$ cat config.mk
export PLATFORM = sky130hd
export DESIGN_NAME = dpram_fifo_ctrl
export DESIGN_NICKNAME = d
export VERILOG_FILES = /design/src/rtl/dpram_fifo_ctrl_pkg.sv /design/src/rtl/dpram_fifo_skid.sv /design/src/rtl/dpram_fifo_ctrl.sv
export SDC_FILE = /design/constraint.sdc
export NUM_CORES = 1
export LEC_CHECK = 0
export ABC_CLOCK_PERIOD_IN_PS = 12000
export CAP_MARGIN = 30
export CORE_MARGIN = 2
export CORE_UTILIZATION = 25
export CTS_CLUSTER_DIAMETER = 150
export DETAILED_ROUTE_END_ITERATION = 8
export GPL_TIMING_DRIVEN = 0
export PLACE_DENSITY = 0.54
export SLEW_MARGIN = 20
export SYNTH_ARGS = -nofsm -noshare
export SYNTH_HDL_FRONTEND = slang
export SYNTH_SLANG_ARGS = --single-unit
$ cat constraint.sdc
create_clock -name clk -period 12 [get_ports clk]
set_clock_uncertainty 0.05 [all_clocks]
set_input_delay 3.6 -clock clk [delete_from_list [all_inputs] [get_ports clk]]
set_output_delay 3.6 -clock clk [all_outputs]
set_load 0.05 [all_outputs]
$ cat src/rtl/dpram_fifo_ctrl_pkg.sv
// Shared sizing for the dpram-backed streaming FIFO controller.
// CAP is the total word capacity: the full RAM plus the two skid entries.
package dpram_fifo_ctrl_pkg;
   localparam int unsigned AWIDTH_DEF    = 12;
   localparam int unsigned DWIDTH_DEF    = 40;
   localparam int unsigned NUM_WORDS_DEF = 4096;
   localparam int unsigned CAP           = NUM_WORDS_DEF + 2;
endpackage

$ cat src/rtl/dpram_fifo_skid.sv
// Two-entry FIFO-ordered output buffer that holds words returned by RAM port B.
// The head entry drives the consumer directly.
module dpram_fifo_skid
   import dpram_fifo_ctrl_pkg::*;
#(
   parameter int unsigned DWIDTH = DWIDTH_DEF
) (
   input  logic              clk,
   input  logic              resetn,
   input  logic              i_clear,
   input  logic              i_load,
   input  logic [DWIDTH-1:0] i_load_data,
   input  logic              i_pop,
   output logic [DWIDTH-1:0] o_head_data,
   output logic [1:0]        o_skid_cnt
);

   logic [DWIDTH-1:0] r_d0;
   logic [DWIDTH-1:0] r_d1;
   logic [1:0]        r_cnt;

   // A load arriving with a pop lands behind whatever entry survives the pop
   always_ff @(posedge clk or negedge resetn) begin
      if (!resetn) begin
         r_d0  <= '0;
         r_d1  <= '0;
         r_cnt <= 2'd0;
      end else if (i_clear) begin
         r_d0  <= '0;
         r_d1  <= '0;
         r_cnt <= 2'd0;
      end else begin
         case ({i_load, i_pop})
            2'b10: begin
               if (r_cnt == 2'd0) r_d0 <= i_load_data;
               else               r_d1 <= i_load_data;
               r_cnt <= r_cnt + 2'd1;
            end
            2'b01: begin
               r_d0  <= r_d1;
               r_cnt <= r_cnt - 2'd1;
            end
            2'b11: begin
               if (r_cnt == 2'd2) begin
                  r_d0 <= r_d1;
                  r_d1 <= i_load_data;
               end else begin
                  r_d0 <= i_load_data;
               end
            end
            default: ;
         endcase
      end
   end

   assign o_head_data = r_d0;
   assign o_skid_cnt  = r_cnt;

endmodule

$ cat src/rtl/dpram_fifo_ctrl.sv
// First-word-fall-through FIFO controller around a 1-cycle-latency dual-port RAM.
// Port A writes, port B reads; returned words land in a 2-entry skid buffer.
module dpram_fifo_ctrl
   import dpram_fifo_ctrl_pkg::*;
#(
   parameter int unsigned AWIDTH    = AWIDTH_DEF,
   parameter int unsigned NUM_WORDS = NUM_WORDS_DEF,
   parameter int unsigned DWIDTH    = DWIDTH_DEF
) (
   input  logic              clk,
   input  logic              resetn,
   input  logic              flush,
   input  logic              in_valid,
   output logic              in_ready,
   input  logic [DWIDTH-1:0] in_data,
   output logic              out_valid,
   input  logic              out_ready,
   output logic [DWIDTH-1:0] out_data,
   output logic [AWIDTH:0]   count,
   output logic [AWIDTH-1:0] ram_address_a,
   output logic              ram_wren_a,
   output logic [DWIDTH-1:0] ram_data_a,
   output logic [AWIDTH-1:0] ram_address_b,
   output logic              ram_wren_b,
   output logic [DWIDTH-1:0] ram_data_b,
   input  logic [DWIDTH-1:0] ram_out_b
);

   localparam int unsigned PW = AWIDTH + 1;

   logic [PW-1:0]     r_wr_ptr;
   logic [PW-1:0]     r_rd_ptr;
   logic [PW-1:0]     r_count;
   logic              r_inflight;
   logic [AWIDTH-1:0] r_addr_b;

   logic [PW-1:0]     w_used;
   logic [1:0]        w_skid_cnt;
   logic [2:0]        w_occ;
   logic              w_push;
   logic              w_pop;
   logic              w_issue;

   assign w_used   = r_wr_ptr - r_rd_ptr;
   assign in_ready = resetn & ~flush & (w_used != PW'(NUM_WORDS));
   assign w_push   = in_valid & in_ready;
   assign w_pop    = out_valid & out_ready & ~flush;

   // Skid slots that will be taken after this edge; a same-cycle pop frees one
   assign w_occ   = 3'(w_skid_cnt) + 3'(r_inflight) - 3'(w_pop);
   assign w_issue = ~flush & (w_used != '0) & (w_occ < 3'd2);

   assign ram_address_a = r_wr_ptr[AWIDTH-1:0];
   assign ram_wren_a    = w_push;
   assign ram_data_a    = in_data;
   assign ram_address_b = w_issue ? r_rd_ptr[AWIDTH-1:0] : r_addr_b;
   assign ram_wren_b    = 1'b0;
   assign ram_data_b    = '0;

   always_ff @(posedge clk or negedge resetn) begin
      if (!resetn) begin
         r_wr_ptr   <= '0;
         r_rd_ptr   <= '0;
         r_count    <= '0;
         r_inflight <= 1'b0;
         r_addr_b   <= '0;
      end else if (flush) begin
         r_wr_ptr   <= '0;
         r_rd_ptr   <= '0;
         r_count    <= '0;
         r_inflight <= 1'b0;
         r_addr_b   <= '0;
      end else begin
         if (w_push) r_wr_ptr <= r_wr_ptr + PW'(1);
         if (w_issue) begin
            r_rd_ptr <= r_rd_ptr + PW'(1);
            r_addr_b <= r_rd_ptr[AWIDTH-1:0];
         end
         r_inflight <= w_issue;
         // Words only enter on push and leave on pop; internal moves keep the total
         case ({w_push, w_pop})
            2'b10:   r_count <= r_count + PW'(1);
            2'b01:   r_count <= r_count - PW'(1);
            default: ;
         endcase
      end
   end

   dpram_fifo_skid #(
      .DWIDTH(DWIDTH)
   ) u_skid (
      .clk        (clk),
      .resetn     (resetn),
      .i_clear    (flush),
      .i_load     (r_inflight),
      .i_load_data(ram_out_b),
      .i_pop      (w_pop),
      .o_head_data(out_data),
      .o_skid_cnt (w_skid_cnt)
   );

   assign out_valid = (w_skid_cnt != 2'd0);
   assign count     = r_count;

endmodule

==> summary.md, run 1 <==
| Metric | Value |
|---|---|
| Seq pwr share | `0.318` |
| Max-cap violations | `0` |
| PD cells | `158.9 nW/µm²` |
| Initial drt markers | `340` |
| Critical Path Source | `flush` |
| Final WS setup | `between 0.3 and 0.4 ns` |
| WP depth | `13` |
| Sw frac | `0.4039` |
| Max-slew violation count | `0` |
| DR vias | `6730` |
| DR pass1 iterations | `5` |
| Finished Layout Cells | `1518` |
| Status | `finished clean` |
| Final min period | `around 12 ns` |
| # diodes | `0` |
| Required @ worst endpoint | `8.35 ns` |
| CP cell instances | `clkdlybuf4s50_1, clkbuf_1, clkbuf_4, nor2_1, ha_1, nand2b_1, fa_1, xnor2_1, and3_1, nand2_2, buf_4, mux2_1, clkdlybuf4s50_1` |
| TritonCTS clock tree | `done` |
| Slew headroom | `0.3731` |
| Syn Std Cell Area | `between 8000 and 9000 µm²` |
| Slowest stage delay, CP | `~0.7 ns` |
| Core ar. | `31560 µm²` |
| All-Layer GR Usage | `0.1346` |
| Reg2reg path depth | `21` |
| Root Buffer | `clkbuf_16` |
| TNS Setup | `0 ns` |
| DR DRC count | `0` |
| CTS Buffer Depth | `2` |
| Post-DR vias/cell | `4.433` |
| Number of synthesized flops with an enable pin | `0` |
| FF/Latch Area | `3353 µm²` |
| Setup Crit Path Kind | `primary input to output pin` |
| Fillers | `3287` |
| Reg2reg start | `r_wr_ptr[2]$_DFFE_PN0P_` |
| Final Wtd Congestion | `roughly 0.84` |
| Max Fclk | `between 80 and 90 MHz` |
| Port Buf Inserts | `164` |
| Cells after DPL | `1487` |
| Antenna violations before repair | `0` |
| Worst hold stages | `2` |
| Ys async rst share | `1.000` |
| First-pass GRT wire length | `35.71 mm` |
| Worst min path class | `flop to flop` |
| Place WS | `-0.5200 ns` |
| H-tree levels | `4` |
| Share of layout cells above drive strength 1 | `0.1425` |
| Fin. Hold Viols | `0` |
| Clock Latency Late Sink | `0.43 ns` |
| Worst Path Arrival | `8.03 ns` |
| Clk slew on worst S/H paths | `0.07 ns` |
| I/O pin count | `246` |
| Yosys warns | `0` |
| Unrepaired setup endpoints after global routing | `false` |
| Hold Path Origin | `u_skid.o_head_data[26]$_DFFE_PN0P_` |
| Initial Utilization | `0.2544` |
| Fin nets | `1216` |
| Worst Setup End Kind | `output pin` |
| CP delay by family, top | `buffers and inverters` |
| Die height | `183.2 µm` |
| Post-synth top flop | `dfrtp_1` |
| Antenna violation net count after detailed routing | `0` |
| Maximum vdd drop | `0.00009136 V` |
| Slowest cell on the critical path | `clkdlybuf4s50_1` |
| Slew @ Worst Pin | `0.9340 ns` |
| Largest net degree at the start of global routing | `90` |
| Die area | `33570 µm²` |
| DP Wirelength | `16.64 mm` |
| P_int | `1036 µW` |
| Die width | `around 180 µm` |
| Fin crit share | `0.9733` |
| Sink Count | `between 100 and 150` |
| Routed wire length per instance | `14.64 µm` |
| Register area share after synthesis | `0.4176` |
| Worst path most repeated cell | `clkdlybuf4s50_1` |
| Synth unique cells | `61` |
| Final setup vio count | `0` |
| Psw | `around 700 µW` |
| Total CTS buffers | `17` |
| Drt total wl | `22.22 mm` |
| Register bit total from synthesis | `134` |
| Synth Area per Inst | `9.134 µm²` |
| Area delta synth->final | `36.20%` |
| Syn Inst Count | `879` |
| Std-Cell Rows | `65` |
| Leak Pwr | `approximately 0.0048 µW` |
| Vias in the first global route | `between 6000 and 7000` |
| Post-route cell area | `10940 µm²` |
| Critical path peak fanout | `19` |
| Critical Path Start Type | `primary input` |
| Clock share of power | `0.299` |
| Total gr overflow | `0` |
| CP bufs+invs | `5` |
| DP Area | `just over 10000 µm²` |
| Multi-input logic area | `a little under 4000 µm²` |
| Gate power share | `0.383` |
[worst paths after layout]
path	endpoint	slack [ns]
max	ram_address_b[5]	0.32
min	u_skid.o_head_data[26]$_DFFE_PN0P_	0.43
max reg2reg	count[12]$_DFFE_PN0P_	6.02
min reg2reg	u_skid.o_head_data[26]$_DFFE_PN0P_	0.43
max in group asynchronous	r_addr_b[6]$_DFF_PN0_	8.09
min in group asynchronous	u_skid.o_head_data[24]$_DFFE_PN0P_	3.00
[cell families (layout without fill, tap and decap cells)]
family                   count (synthesis)  after routing  synth area share
AND/OR/NAND/NOR                        310            310            0.1784
other                                    1             41         0.0004671
adder cells (fa/ha/maj)                 28             28           0.04550
multiplexers                            78             78            0.1002
buffers and inverters                  154            351            0.1183
XOR/XNOR                                21             21           0.02525
AO/OA/AOI/OAI                          153            153            0.1142
flip-flops                             134            134            0.4176
[power by group through the flow]
stage / clock network [µW] / registers, µW / logic, µW
global placement: 0 / 560 / 664
floorplan: 0 / 684 / 337
global route: 553 / 562 / 719
finish: 520 / 553 / 665
CTS: 533 / 554 / 672
detailed placement: 0 / 563 / 669
[layout make-up]
class                           count  area share
Sequential cell                   134      0.3066
Multi-Input combinational cell    631      0.3549
Clock buffer                       18     0.03924
Tap cell                          402     0.04600
Buffer                            132     0.07963
Clock inverter                     14     0.01259
Timing Repair Buffer              166      0.1538
Inverter                           21    0.007208
[cell usage in the layout (no fill, tap or decap), types with 4 or more instances in the layout]
cell type,Yosys,layout
nand2b_1,5,5
o21ai_0,56,56
o211ai_1,6,6
a21oi_1,58,58
ha_1,26,26
or3_1,4,4
xnor2_1,11,11
dfrtp_1,134,134
inv_6,0,6
buf_4,95,96
mux2i_1,59,59
nor3_1,16,15
conb_1,1,41
nor2_1,30,30
clkdlybuf4s50_1,0,163
xor2_1,9,9
nor2b_1,9,9
nor3b_1,5,5
nand4_1,10,10
inv_1,20,20
mux2_1,4,4
and3_1,7,7
nand3_1,16,16
and2_1,20,20
nand2_1,170,170
mux2_2,15,15
nor4_1,4,4
clkbuf_1,33,33
clkbuf_16,0,17
[cell usage after synthesis, types with 5 or more instances]
cell        n  area [µm²]
mux2_2     15       168.9
nand3_1    16       80.08
nand2_1   170       638.1
nand4_1    10       62.56
nor2b_1     9       56.30
a21oi_1    58       290.3
ha_1       26       325.3
o21ai_0    56       280.3
mux2i_1    59       590.6
dfrtp_1   134        3353
nor3b_1     5       37.54
and3_1      7       43.79
nor3_1     16       80.08
o211ai_1    6       45.04
xnor2_1    11       96.34
xor2_1      9       78.83
nor2_1     30       112.6
inv_1      20       75.07
nand2b_1    5       31.28
buf_4      95       713.2
clkbuf_1   33       123.9
and2_1     20       125.1
[metrics by stage]
stage               utilization  hold WS [ns]  total power (µW)
floorplan                     -        0.4202              1021
global placement         0.3272        0.4117              1224
detailed placement       0.3286        0.4223              1232
CTS                      0.3465        0.4354              1760
global route             0.3466        0.4529              1834
finish                   0.3466        0.4287              1738
[sequential cells by signal, summed over array words and instances, names as in the netlist]
name	cells
r_wr_ptr	13
u_skid.r_d1	40
u_skid.o_skid_cnt	2
r_addr_b	12
u_skid.o_head_data	40
r_rd_ptr	13
count	13
r_inflight	1
[worst reg2reg max path: stages, from the launching register on]
cell       delay, ns
dfrtp_1         0.48
ha_1            0.27
or2_1           0.24
o221a_2         0.28
o31a_1          0.29
or3_4           0.39
a2111oi_4       0.39
nand4_2         0.25
and2_1          0.22
buf_6           0.15
nor3_2          0.17
buf_4           0.23
ha_1            0.30
a21oi_1         0.17
o21ai_0         0.16
a2111oi_0       0.45
nor3_1          0.15
a41o_1          0.29
o41a_1          0.35
a211oi_1        0.28
o21ai_0         0.12
nor3b_1         0.15
[layer usage]
layer,global-route usage,vias to the layer above,share of wire
met5,0,-,0
met4,0.03520,0,0.012
met3,0.03098,23,0.057
met2,0.2135,223,0.45
met1,0.1845,3145,0.48
li1,-,3339,-
[timing repair]
action,in CTS,in global routing
gates cloned,0,0
hold buffers,0,0
buffers inserted,0,0
resized for setup,1,1
endpoints found under the setup margin,12,5
No activity file was read; power rests on OpenSTA's default activity.
==> run 2: changes to the inputs <==
--- a/config.mk
+++ b/config.mk
@@ -12,6 +12,7 @@
 export CTS_CLUSTER_DIAMETER = 150
 export DETAILED_ROUTE_END_ITERATION = 8
 export GPL_TIMING_DRIVEN = 0
+export HOLD_SLACK_MARGIN = 0.05
 export PLACE_DENSITY = 0.54
 export SLEW_MARGIN = 20
 export SYNTH_ARGS = -nofsm -noshare
==> results of run 2 <==
No change in the layout: final DEF, timing and power equal those of run 1.
==> run 3: changes to the inputs <==
--- a/config.mk
+++ b/config.mk
@@ -11,10 +11,9 @@
 export CORE_UTILIZATION = 25
 export CTS_CLUSTER_DIAMETER = 150
 export DETAILED_ROUTE_END_ITERATION = 8
-export GPL_TIMING_DRIVEN = 0
 export HOLD_SLACK_MARGIN = 0.05
 export PLACE_DENSITY = 0.54
-export SLEW_MARGIN = 20
+export SLEW_MARGIN = 25
 export SYNTH_ARGS = -nofsm -noshare
 export SYNTH_HDL_FRONTEND = slang
 export SYNTH_SLANG_ARGS = --single-unit
==> run 3 against run 2 <==
Worst hold slack worse by 0.0014 ns. Utilization is 3.9 points lower. Critical path depth is 1 lower. Register-to-register slack hardly changed.
==> summary.md, run 3 (synthesis gave the netlist of run 1 again) <==
| Metric | Value |
|---|---|
| Worst min path class | `flop to flop (unchanged)` |
| Most common cell after layout, fill and taps aside | `nand2_1 (unchanged)` |
| Root Buffer | `clkbuf_16 (unchanged)` |
| Status | `finished clean (unchanged)` |
| R2R Setup Slk | `6.03 ns (was 6.02 ns)` |
| I/O pin count | `246 (unchanged)` |
| Final setup vio count | `0 (unchanged)` |
| Worst path most repeated cell | `clkdlybuf4s50_1 (unchanged)` |
| Slowest cell on the critical path | `clkdlybuf4s50_1 (unchanged)` |
| First-pass GRT wire length | `33.11 mm (was 35.71 mm)` |
| Antenna violations before repair | `0 (unchanged)` |
| Fin nets | `1051 (was 1216)` |
| CP bufs+invs | `3 (was 5)` |
| Critical Path Start Type | `primary input (unchanged)` |
| DR pass1 iterations | `4 (was 5)` |
| DR vias | `5961 (was 6730)` |
| Worst hold stages | `2 (unchanged)` |
| Routed wire length per instance | `15.06 µm (was 14.64 µm)` |
| Final min period | `10.88 ns (was 11.68 ns)` |
| Core ar. | `31560 µm² (unchanged)` |
| Share of layout cells above drive strength 1 | `0.07571 (was 0.1425)` |
| Reg2reg path depth | `21 (unchanged)` |
| Worst Path Arrival | `7.23 ns (was 8.03 ns)` |
| Worst Setup End Kind | `output pin (unchanged)` |
| GRT Max-Usage Layer | `met2 (unchanged)` |
| Max-slew violation count | `0 (unchanged)` |
| Area delta synth->final | `21.07% (was 36.20%)` |
| Setup Crit Path Kind | `primary input to output pin (unchanged)` |
| H-tree levels | `4 (unchanged)` |
| Slew @ Worst Pin | `0.8224 ns (was 0.9340 ns)` |
| Reg-to-Reg End | `count[12]$_DFFE_PN0P_ (unchanged)` |
| Final Wtd Congestion | `0.8356 (was 0.8383)` |
| Maximum vdd drop | `0.0001080 V (was 0.00009136 V)` |
| Vias in the first global route | `6002 (was 6677)` |
| Leak Pwr | `0.004121 µW (was 0.004791 µW)` |
| Required @ worst endpoint | `8.35 ns (about the same)` |
| Multi-input logic area | `3900 µm² (was 3881 µm²)` |
| Total gr overflow | `0 (unchanged)` |
| Antenna violation net count after detailed routing | `0 (unchanged)` |
| Std-Cell Rows | `65 (unchanged)` |
| CTS Buffer Depth | `2 (unchanged)` |
| Total CTS buffers | `17 (unchanged)` |
| Place WS | `1.119 ns (was -0.5200 ns)` |
| Reg2reg start | `r_rd_ptr[1]$_DFFE_PN0P_ (was r_wr_ptr[2]$_DFFE_PN0P_)` |
| Critical path peak fanout | `25 (was 19)` |
| Initial Utilization | `0.2544 (unchanged)` |
| TNS Setup | `0 ns (unchanged)` |
| Die area | `33570 µm² (unchanged)` |
| Slowest stage delay, CP | `0.72 ns (was 0.71 ns)` |
| Max Fclk | `91.93 MHz (was 85.62 MHz)` |
| DP Wirelength | `13.99 mm (was 16.64 mm)` |
| Sink Count | `134 (unchanged)` |
| CTS resizes | `0 (was 1)` |
| Post-route cell area | `9721 µm² (was 10940 µm²)` |
| Clk slew on worst S/H paths | `0.06 ns (was 0.07 ns)` |
| DP Area | `9160 µm² (was 10370 µm²)` |
| FF/Latch Area | `3353 µm² (unchanged)` |
| # diodes | `0 (unchanged)` |
| All-Layer GR Usage | `0.1255 (was 0.1346)` |
| CP cell instances | `clkdlybuf4s50_1, nand2_1, nor2_1, ha_1, nand2b_1, fa_1, xnor2_1, and3_1, nand2_2, inv_2, mux2_1, clkdlybuf4s50_1 (was clkdlybuf4s50_1, clkbuf_1, clkbuf_4, nor2_1, ha_1, nand2b_1, fa_1, xnor2_1, and3_1, nand2_2, buf_4, mux2_1, clkdlybuf4s50_1)` |
| CP delay by family, top | `buffers and inverters (unchanged)` |
| TritonCTS clock tree | `done (unchanged)` |
| Slew headroom | `0.4517 (was 0.3731)` |
| Initial drt markers | `261 (was 340)` |
| Commonest cells after routing, fill and taps aside | `170 x nand2_1, 134 x dfrtp_1, 122 x clkdlybuf4s50_1, 59 x mux2i_1, 58 x a21oi_1 (was 170 x nand2_1, 163 x clkdlybuf4s50_1, 134 x dfrtp_1, 96 x buf_4, 59 x mux2i_1)` |
| Met3 GRT Util | `0.03594 (was 0.03098)` |
| Largest net degree at the start of global routing | `78 (was 90)` |
| DR DRC count | `0 (unchanged)` |
| Drt total wl | `20.38 mm (was 22.22 mm)` |
| Die height | `183.2 µm (unchanged)` |
| Hold EP | `u_skid.o_head_data[20]$_DFFE_PN0P_ (was u_skid.o_head_data[26]$_DFFE_PN0P_)` |
| Fillers | `3300 (was 3287)` |
| Met1 usage | `0.1681 (was 0.1845)` |
| Clock Latency Late Sink | `0.43 ns (about the same)` |
| Max-cap violations | `0 (unchanged)` |
| Post-DR vias/cell | `4.406 (was 4.433)` |
| Port Buf Inserts | `124 (was 164)` |
| Hold Path Origin | `u_skid.o_head_data[20]$_DFFE_PN0P_ (was u_skid.o_head_data[26]$_DFFE_PN0P_)` |
| Fin crit share | `0.9065 (was 0.9733)` |
| Final WS setup | `1.122 ns (was 0.3206 ns)` |
| Die width | `183.2 µm (unchanged)` |
| Unrepaired setup endpoints after global routing | `false (unchanged)` |
| Setup Fix Bufs, Post-CTS | `0 (unchanged)` |
| Fin. Hold Viols | `0 (unchanged)` |
| Post-CTS Hold Fix Bufs | `0 (unchanged)` |
| Met2 GRT Util | `0.1983 (was 0.2135)` |
| PD cells | `169.8 nW/µm² (was 158.9 nW/µm²)` |
## run 3: cell types whose count changed in the layout (fill, tap and decap cells not counted), moves of 2 or more
cell / delta
buf_1: -2
buf_4: -88
inv_8: -2
inv_6: -2
clkinv_4: +3
clkbuf_1: -33
clkbuf_8: +3
clkdlybuf4s50_1: -41
## run 3: final cells by class
cell class	count	share of cell area
multi-input cells	631	0.4012
inverters	21	0.008109
repair buffers	133	0.1363
flip-flops and latches	134	0.3450
clock buffers	20	0.04801
well taps	402	0.05174
clock inverters	12	0.009654
## run 3: metal layers
metal,wire (µm),part of all wire
met4,209,0.010
met3,1173,0.058
met1,9903,0.49
met5,0,0
met2,9092,0.45
## run 3: worst min-delay path, stage by stage (launching register included)
cell and delay [ns]:
dfrtp_1 0.34, nand2_1 0.04, o21ai_0 0.06
## run 3: through the flow
stage / util / hold slack [ns] / power (µW) / instances
after floorplan: - / 0.4202 / 1021 / 919
after detailed placement: 0.2903 / 0.4200 / 1167 / 1321
after global routing: 0.3080 / 0.4471 / 1750 / 1353
final: 0.3080 / 0.4273 / 1651 / 1353
after CTS: 0.3080 / 0.4349 / 1677 / 1353
after global placement: 0.2894 / 0.4114 / 1155 / 1320
## run 3: how the worst max path moves through the flow
stage | from | end | cells past startpoint
floorplan | flush | ram_address_b[5] | 12
global placement | out_ready | ram_address_b[0] | 12
detailed placement | out_ready | ram_address_b[0] | 12
CTS | out_ready | ram_address_b[0] | 12
global route | out_ready | ram_address_b[0] | 12
finish | out_ready | ram_address_b[0] | 12
## run 3: where the power goes
| part | internal [µW] | leakage (µW) | switching (µW) |
|---|---|---|---|
| Sequential | 513 | 0.00182 | 45.2 |
| Combinational | 199 | 0.00203 | 392 |
| Clock | 283 | 0.000270 | 218 |
| Total | 995 | 0.00412 | 656 |
